**config.mk**
```make
export PLATFORM = sky130hd
export DESIGN_NAME = pipe_hazard_ctrl_flat
export DESIGN_NICKNAME = d
export VERILOG_FILES = /design/src/rtl/pipe_hazard_ctrl_if.sv /design/src/rtl/pipe_hazard_ctrl.sv /design/src/flat_wrapper.sv
export SDC_FILE = /design/constraint.sdc
export NUM_CORES = 1
export LEC_CHECK = 0
export CORE_ASPECT_RATIO = 2
export CORE_UTILIZATION = 45
export DETAILED_ROUTE_END_ITERATION = 8
export PLACE_DENSITY = 0.74
export SYNTH_ARGS = -nofsm -noshare
export SYNTH_HDL_FRONTEND = slang
export SYNTH_SLANG_ARGS = --single-unit
```
**constraint.sdc**
```tcl
create_clock -name clk -period 1.5 [get_ports clk]
set_input_delay 0.3 -clock clk [delete_from_list [all_inputs] [get_ports clk]]
set_output_delay 0.3 -clock clk [all_outputs]
set_load 0.05 [all_outputs]
```
**src/rtl/pipe_hazard_ctrl_if.sv**
```systemverilog
// Bundle of ID-stage hazard inputs and pipeline freeze/flush controls
// shared by the hazard controller and the pipeline datapath.
interface pipe_hazard_ctrl_if;
    logic       id_valid;
    logic [3:0] id_src1;
    logic [3:0] id_src2;
    logic       id_use_src1;
    logic       id_use_src2;
    logic       id_wb_en;
    logic       id_mem_r_en;
    logic       id_mem_w_en;
    logic [3:0] id_dest;
    logic       exe_branch_taken;
    logic       freeze_if;
    logic       freeze_id;
    logic       flush_id;
    logic       mem_stall;
    logic       busy;

    modport master (
        output id_valid, id_src1, id_src2, id_use_src1, id_use_src2,
               id_wb_en, id_mem_r_en, id_mem_w_en, id_dest, exe_branch_taken,
        input  freeze_if, freeze_id, flush_id, mem_stall, busy
    );

    modport slave (
        input  id_valid, id_src1, id_src2, id_use_src1, id_use_src2,
               id_wb_en, id_mem_r_en, id_mem_w_en, id_dest, exe_branch_taken,
        output freeze_if, freeze_id, flush_id, mem_stall, busy
    );
endinterface

```
**src/rtl/pipe_hazard_ctrl.sv**
```systemverilog
// Pipeline hazard controller: EXE/MEM/WB destination scoreboard, RAW stall
// detection, branch flush and multi-cycle memory freeze.
module pipe_hazard_ctrl #(
    parameter int MEM_WAIT = 4,
    parameter bit FWD_EN   = 1'b0
) (
    input logic               clk,
    input logic               rst,
    pipe_hazard_ctrl_if.slave ctrl
);

    typedef struct packed {
        logic       wb;
        logic       ld;
        logic       mem;
        logic [3:0] dest;
    } slot_t;

    localparam logic [3:0] WAIT_LOAD = 4'(MEM_WAIT - 1);

    slot_t      slot_e;
    slot_t      slot_m;
    slot_t      slot_w;
    slot_t      issue;
    logic [3:0] wait_cnt;
    logic       mem_stall;
    logic       e_match;
    logic       m_match;
    logic       hazard;
    logic       flush;

    assign mem_stall = (wait_cnt != 4'd0);

    assign e_match = slot_e.wb &&
                     ((ctrl.id_use_src1 && (slot_e.dest == ctrl.id_src1)) ||
                      (ctrl.id_use_src2 && (slot_e.dest == ctrl.id_src2)));
    assign m_match = slot_m.wb &&
                     ((ctrl.id_use_src1 && (slot_m.dest == ctrl.id_src1)) ||
                      (ctrl.id_use_src2 && (slot_m.dest == ctrl.id_src2)));

    // With forwarding only a load still in EXE can't supply its result in time.
    assign hazard = ctrl.id_valid &&
                    (FWD_EN ? (slot_e.ld && e_match) : (e_match || m_match));

    assign flush = ctrl.exe_branch_taken && !mem_stall;

    assign ctrl.flush_id  = !rst && flush;
    assign ctrl.freeze_if = !rst && (mem_stall || (hazard && !ctrl.exe_branch_taken));
    assign ctrl.freeze_id = mem_stall;
    assign ctrl.mem_stall = mem_stall;
    assign ctrl.busy      = |{slot_e, slot_m, slot_w};

    // Instructions that neither write back nor touch memory are stored as
    // all-zero bubbles, so a slot is occupied exactly when it is non-zero.
    always_comb begin
        issue = '0;
        if (ctrl.id_valid && !hazard && !flush &&
            (ctrl.id_wb_en || ctrl.id_mem_r_en || ctrl.id_mem_w_en)) begin
            issue.wb   = ctrl.id_wb_en;
            issue.ld   = ctrl.id_mem_r_en;
            issue.mem  = ctrl.id_mem_r_en || ctrl.id_mem_w_en;
            issue.dest = ctrl.id_dest;
        end
    end

    // A memory op entering M loads the counter; WAIT_LOAD is 0 when
    // MEM_WAIT is 1, so no stall is produced in that case.
    always_ff @(posedge clk or posedge rst) begin
        if (rst) begin
            slot_e   <= '0;
            slot_m   <= '0;
            slot_w   <= '0;
            wait_cnt <= 4'd0;
        end else if (!mem_stall) begin
            slot_w <= slot_m;
            slot_m <= slot_e;
            slot_e <= issue;
            if (slot_e.mem) begin
                wait_cnt <= WAIT_LOAD;
            end
        end else begin
            wait_cnt <= wait_cnt - 4'd1;
        end
    end

endmodule

```
**src/flat_wrapper.sv**
```systemverilog
// flat-port wrapper written by rule: the top's interface ports become plain ports
module pipe_hazard_ctrl_flat 
#(
    parameter int MEM_WAIT = 4,
    parameter bit FWD_EN   = 1'b0
)
  (clk, rst, ctrl_id_valid, ctrl_id_src1, ctrl_id_src2, ctrl_id_use_src1, ctrl_id_use_src2, ctrl_id_wb_en, ctrl_id_mem_r_en, ctrl_id_mem_w_en, ctrl_id_dest, ctrl_exe_branch_taken, ctrl_freeze_if, ctrl_freeze_id, ctrl_flush_id, ctrl_mem_stall, ctrl_busy);
  pipe_hazard_ctrl_if ctrl_i ();
  input logic clk;
  input logic rst;
  input wire logic [$bits(ctrl_i.id_valid)-1:0] ctrl_id_valid;
  input wire logic [$bits(ctrl_i.id_src1)-1:0] ctrl_id_src1;
  input wire logic [$bits(ctrl_i.id_src2)-1:0] ctrl_id_src2;
  input wire logic [$bits(ctrl_i.id_use_src1)-1:0] ctrl_id_use_src1;
  input wire logic [$bits(ctrl_i.id_use_src2)-1:0] ctrl_id_use_src2;
  input wire logic [$bits(ctrl_i.id_wb_en)-1:0] ctrl_id_wb_en;
  input wire logic [$bits(ctrl_i.id_mem_r_en)-1:0] ctrl_id_mem_r_en;
  input wire logic [$bits(ctrl_i.id_mem_w_en)-1:0] ctrl_id_mem_w_en;
  input wire logic [$bits(ctrl_i.id_dest)-1:0] ctrl_id_dest;
  input wire logic [$bits(ctrl_i.exe_branch_taken)-1:0] ctrl_exe_branch_taken;
  output wire logic [$bits(ctrl_i.freeze_if)-1:0] ctrl_freeze_if;
  output wire logic [$bits(ctrl_i.freeze_id)-1:0] ctrl_freeze_id;
  output wire logic [$bits(ctrl_i.flush_id)-1:0] ctrl_flush_id;
  output wire logic [$bits(ctrl_i.mem_stall)-1:0] ctrl_mem_stall;
  output wire logic [$bits(ctrl_i.busy)-1:0] ctrl_busy;
  assign ctrl_i.id_valid = ctrl_id_valid;
  assign ctrl_i.id_src1 = ctrl_id_src1;
  assign ctrl_i.id_src2 = ctrl_id_src2;
  assign ctrl_i.id_use_src1 = ctrl_id_use_src1;
  assign ctrl_i.id_use_src2 = ctrl_id_use_src2;
  assign ctrl_i.id_wb_en = ctrl_id_wb_en;
  assign ctrl_i.id_mem_r_en = ctrl_id_mem_r_en;
  assign ctrl_i.id_mem_w_en = ctrl_id_mem_w_en;
  assign ctrl_i.id_dest = ctrl_id_dest;
  assign ctrl_i.exe_branch_taken = ctrl_exe_branch_taken;
  assign ctrl_freeze_if = ctrl_i.freeze_if;
  assign ctrl_freeze_id = ctrl_i.freeze_id;
  assign ctrl_flush_id = ctrl_i.flush_id;
  assign ctrl_mem_stall = ctrl_i.mem_stall;
  assign ctrl_busy = ctrl_i.busy;
  pipe_hazard_ctrl #(.MEM_WAIT(MEM_WAIT), .FWD_EN(FWD_EN)) u_core (.clk(clk), .rst(rst), .ctrl(ctrl_i));
endmodule
```
After elaboration in Yosys (flattened, before gate mapping)
Index checks and enable logic that the tools add are counted.
Word-level totals
  bits in registers: 25
  output and inout bits: 5
  word-level logic and storage cells: 50
  input bits: 21
Cells by class
  equal/unequal tests: 4
  add/sub/neg operators: 1
  multiplexer cells: 3
  reduce and logical (&&, ||, !) cells: 29
Operators by type and width (count)
  OR reduction 21 bit: 1
  equality test 4 bit: 4
  logical AND 1 bit: 14
  2-to-1 mux 4 bit: 2
  logical OR 1 bit: 7
  2-to-1 mux 7 bit: 1
  zero test 1 bit: 5
  nonzero test 4 bit: 1
  subtractor 4 x 1 -> 4 bit (second input constant): 1
  nonzero test 2 bit: 1

Longest topological paths before layout
  word-level depth: 11
  gate-level depth with buffers: 7
  depth with buffers taken out: 7

Worst setup path before layout
Ideal clock, no wire load.
  path kind: flip-flop to output port
  start point: register u_core.wait_cnt[0]
  end point: output ctrl_mem_stall
  cell stages (with the launch flop): 7
  path buffers: 2
  setup slack: -0.650 ns
  data required time: 1.200 ns
  arrival: 1.850 ns
  cell sequence: dfrtp_1 > inv_1 > ha_1 > nor3b_2 > inv_1 > buf_1 > buf_4
Between the ends
  word-level cells in the longest chain between the ends: 1
RTL lines
  start: declaration: line pipe_hazard_ctrl.sv:25  | logic [3:0] wait_cnt;
  start signal: assignment: line pipe_hazard_ctrl.sv:82  | wait_cnt <= wait_cnt - 4'd1;
  nonzero test 4 bit: line pipe_hazard_ctrl.sv:32  | assign mem_stall = (wait_cnt != 4'd0);
  end: declaration: line flat_wrapper.sv:24  | output wire logic [$bits(ctrl_i.mem_stall)-1:0] ctrl_mem_stall;
Every way passes these cells.

Worst setup path after layout
  start point: register u_core.slot_m[3] (netlist name)
  end point: output ctrl_freeze_if
Between the ends
  word-level cells in the longest chain between the ends: 9
  elaborated cells on any way between the ends: 11
  classes of those cells: eq/ne (2); reduce/logical (9)
RTL lines
  start: declaration: line pipe_hazard_ctrl.sv:22  | slot_t slot_m;
  start signal: assignment: line pipe_hazard_ctrl.sv:76  | slot_m <= slot_e;
  equality test 4 bit (on tied branches): line pipe_hazard_ctrl.sv:38, pipe_hazard_ctrl.sv:39
  logical AND 1 bit (on tied branches): line pipe_hazard_ctrl.sv:38, pipe_hazard_ctrl.sv:39
  logical OR 1 bit (*): line pipe_hazard_ctrl.sv:38  | ((ctrl.id_use_src1 && (slot_m.dest == ctrl.id_src1)) ||
  logical AND 1 bit (*): line pipe_hazard_ctrl.sv:37  | assign m_match = slot_m.wb &&
  logical OR 1 bit (*): line pipe_hazard_ctrl.sv:43  | (FWD_EN ? (slot_e.ld && e_match) : (e_match || m_match));
  logical AND 1 bit (*): line pipe_hazard_ctrl.sv:42  | assign hazard = ctrl.id_valid &&
  logical AND 1 bit (*): line pipe_hazard_ctrl.sv:48  | assign ctrl.freeze_if = !rst && (mem_stall || (hazard && !ctrl.exe_branch_taken));
  logical OR 1 bit (*): line pipe_hazard_ctrl.sv:48
  logical AND 1 bit (*): line pipe_hazard_ctrl.sv:48
  end: declaration: line flat_wrapper.sv:21  | output wire logic [$bits(ctrl_i.freeze_if)-1:0] ctrl_freeze_if;
Every way passes the cells marked *; elsewhere a longest branch is shown, timed or not.

==> qor.yml <==
worst_hold_path:
  hold_path_class: "flip-flop to flip-flop"
  holdPathStages: 2
critical_path:
  max_stage_delay_ns: 0.43
  critPathMaxFanout: 3
  cpMostUsedCell: "nand4_1"
  cp_data_arrival_time_ns: 1.87
  cp-end-kind: "output port"
  ff2ff_path_depth: 11
  path_cells: "buf_6, xor2_1, nor3_1, nand4_1, nand4_1, a31o_4, buf_12"
  cp.required_ns: 1.20
  path_class: "flip-flop to output port"
  cp_top_family: "simple AND/OR/NAND/NOR gates"
  startpoint_type: "flip-flop"
  cp.depth: 7
  cp_slowest_cell: "dfrtp_1"
  timing.critical_path.buf_inv: 2
floorplan:
  core_area_um2: 2700
  fp.dieH_um: 77.2
  fp.dieW_um: 39.6
  num_rows: 27
  ioPinCount: 26
  start_util_pct: 47.0
  dieArea_um2: 3050
detailed_routing:
  vias: 1396
  viasPerCell: 5.79
  detail-route-antenna-nets: 0
  dr.pass1.iters: 4
  routedWlPerCell_um: 19.8
  drcViolationCount: 0
  drt_iter0_drc: 41
  finalWirelength_mm: 4.78
timing:
  finalClockSkew_ns: 0.00975
  rsz0062_at_grt: "true"
  fin_crit_ns: 2.17
  finalCritPeriodShare_pct: 144
  setup_ws_ns: -0.666
  max_freq_ghz: 0.462
  drv_slew: 0
  hold_viol: 0
  finalSetupViolCount: 28
  worst_pin_slew_ns: 0.412
  relSlewSlack_pct: 72.3
status:
  violations: "negative setup slack"
  run_status: "finished, violations left"
cells_and_area:
  final_cell_mix: "buf_4, dfrtp_1, nand2_1, clkdlybuf4s50_1, nand2_2"
  num_antenna_cells: 0
  final_area_um2: 2270
  area_delta_synth_final_pct: 78.3
  utilization_pct: 83.9
  fin_nets: 235
  drive_gt1_share_pct: 46.7
grt:
  first_global_vias: 1496
  grt_first_pass_wirelength_mm: 6.75
  grt_max_degree: 26
  grt_use_total_pct: 31.7
  gr-total-overflow: 0
  antenna_found_initial: 0
logic_synthesis:
  synth_edf_count: 0
  syn_inst: 149
  yosysWarnings: 0
  avgSynthCellArea_um2: 8.53
  yosys.area_share.simple_pct: 29.4
  synthMuxAreaShare_pct: 0
  yosysSeqAreaShare_pct: 49.2
  synth_xor_area_share_pct: 11.0
  synthFlopType: "dfrtp_1"
  yosys.area_share.adder_pct: 0.984
  synth_cell_type_count: 23
  synth_top_family_by_area: "simple AND/OR/NAND/NOR gates"
  synth_compound_area_share_pct: 5.81
  ys_ff_latch: 25
  netlist_area_um2: 1270
  synth_fp_nets: 171
  async_flop_share_pct: 100
clock_tree:
  htreeDepth: 1
  numCtsBuffers: 3
  cts_tree: "yes"
  root_buffer: "clkbuf_8"
  clk_pin_slew_ns: 0.10
  cts_sinks: 25
  clock_path_buffers: 2
  insertion_delay_ns: 0.28
placed_design:
  placedInstanceArea_um2: 1740
  io_buffers: 25
  hpwl_mm: 2.60
  gp_congestion: 0.816
power_and_ir_drop:
  vdd_drop_max_v: 0.00175
  power_leakage_nw: 1.15
  p_per_area_nw_per_um2: 1790
flow_run:
  maxCapViolCount: 0
[registers in the layout (all words and copies together), names as in the netlist]
| register | count |
|---|---|
| u_core.wait_cnt | 4 |
| u_core.slot_w | 7 |
| u_core.slot_m | 7 |
| u_core.slot_e | 7 |
[worst register-to-register path, cell delays in order, from the launching register on]
cell	delay (ns)
dfrtp_1	0.41
inv_2	0.09
ha_4	0.13
nor3b_4	0.29
buf_4	0.18
buf_6	0.11
buf_6	0.09
buf_6	0.08
buf_6	0.11
buf_6	0.11
o211ai_1	0.10
o21ai_1	0.16
[Yosys cell counts (2+ instances only)]
library cell | instances | area (um2)
nor4_1 | 3 | 18.8
nand4_1 | 6 | 37.5
xnor2_1 | 4 | 35.0
nand2_1 | 50 | 188
dfrtp_1 | 25 | 626
o21ai_0 | 9 | 45.0
nor2_1 | 4 | 15.0
clkbuf_1 | 3 | 11.3
or4_1 | 2 | 15.0
buf_1 | 2 | 7.51
nor3_1 | 7 | 35.0
nand3_1 | 8 | 40.0
xor2_1 | 12 | 105
inv_1 | 5 | 18.8
[final timing paths]
kind	slack [ns]	endpoint	from
max	-0.67	ctrl_freeze_if	u_core.slot_m[3]
min	0.51	u_core.slot_w[3]	u_core.slot_w[3]
max reg2reg	-0.44	u_core.slot_e[4]	u_core.wait_cnt[1]
min reg2reg	0.51	u_core.slot_w[3]	u_core.slot_w[3]
max in group asynchronous	0.69	u_core.slot_m[1]	rst
min in group asynchronous	0.55	u_core.slot_e[6]	rst
[metrics by stage]
stage / setup WS, ns / hold WS (ns) / TNS [ns] / total power, mW / instances
finish: -0.666 / 0.507 / -10.64 / 4.06 / 241
global route: -0.689 / 0.526 / -11.86 / 4.23 / 241
CTS: -0.614 / 0.493 / -7.23 / 3.70 / 239
detailed placement: -0.587 / 0.473 / -5.73 / 2.51 / 221
global placement: -0.515 / 0.461 / -4.63 / 2.45 / 221
floorplan: -0.209 / 0.196 / -0.545 / 1.93 / 149
[layout make-up]
class | count | area, um2
fill | 144 | 435
timing repair buffer | 65 | 704
clock buffer | 3 | 41.3
sequential | 25 | 626
multi-input combinational | 113 | 821
tap | 29 | 36.3
clock inverter | 1 | 8.76
inverter | 5 | 30.0
[logic make-up (layout without fill, tap and decap cells)]
group                      count (synthesis)  count (layout)
buffers and inverters                     11              74
AOI/OAI and AO/OA                         13              13
DFF                                       25              25
xor gates and xnor gates                  16              16
and+or+nand+nor                           83              83
adders and majority gates                  1               1
[power breakdown]
group	internal, mW	leakage [nW]	switching [mW]	total (mW)
Clock	0.196	0.0261	0.247	0.442
Sequential	0.886	0.333	0.184	1.07
Combinational	1.29	0.795	1.26	2.55
[routing by layer]
layer | vias up | wire length [um] | GRT usage [%]
li1 | 625 | - | -
met1 | 695 | 1660 | 32.1
met2 | 53 | 2740 | 58.7
met3 | 23 | 161 | 3.18
met4 | 0 | 210 | 13.1
met5 | - | 0 | 0
[timing repair]
item                                    CTS  global route
endpoints found under the setup margin   25            28
buffers inserted                         12             9
gates resized for setup                  57            42
gates cloned                              3             0
pin swaps                                23            35
hold buffers                              0             0
Note: power is estimated with default switching activity, not from simulation.
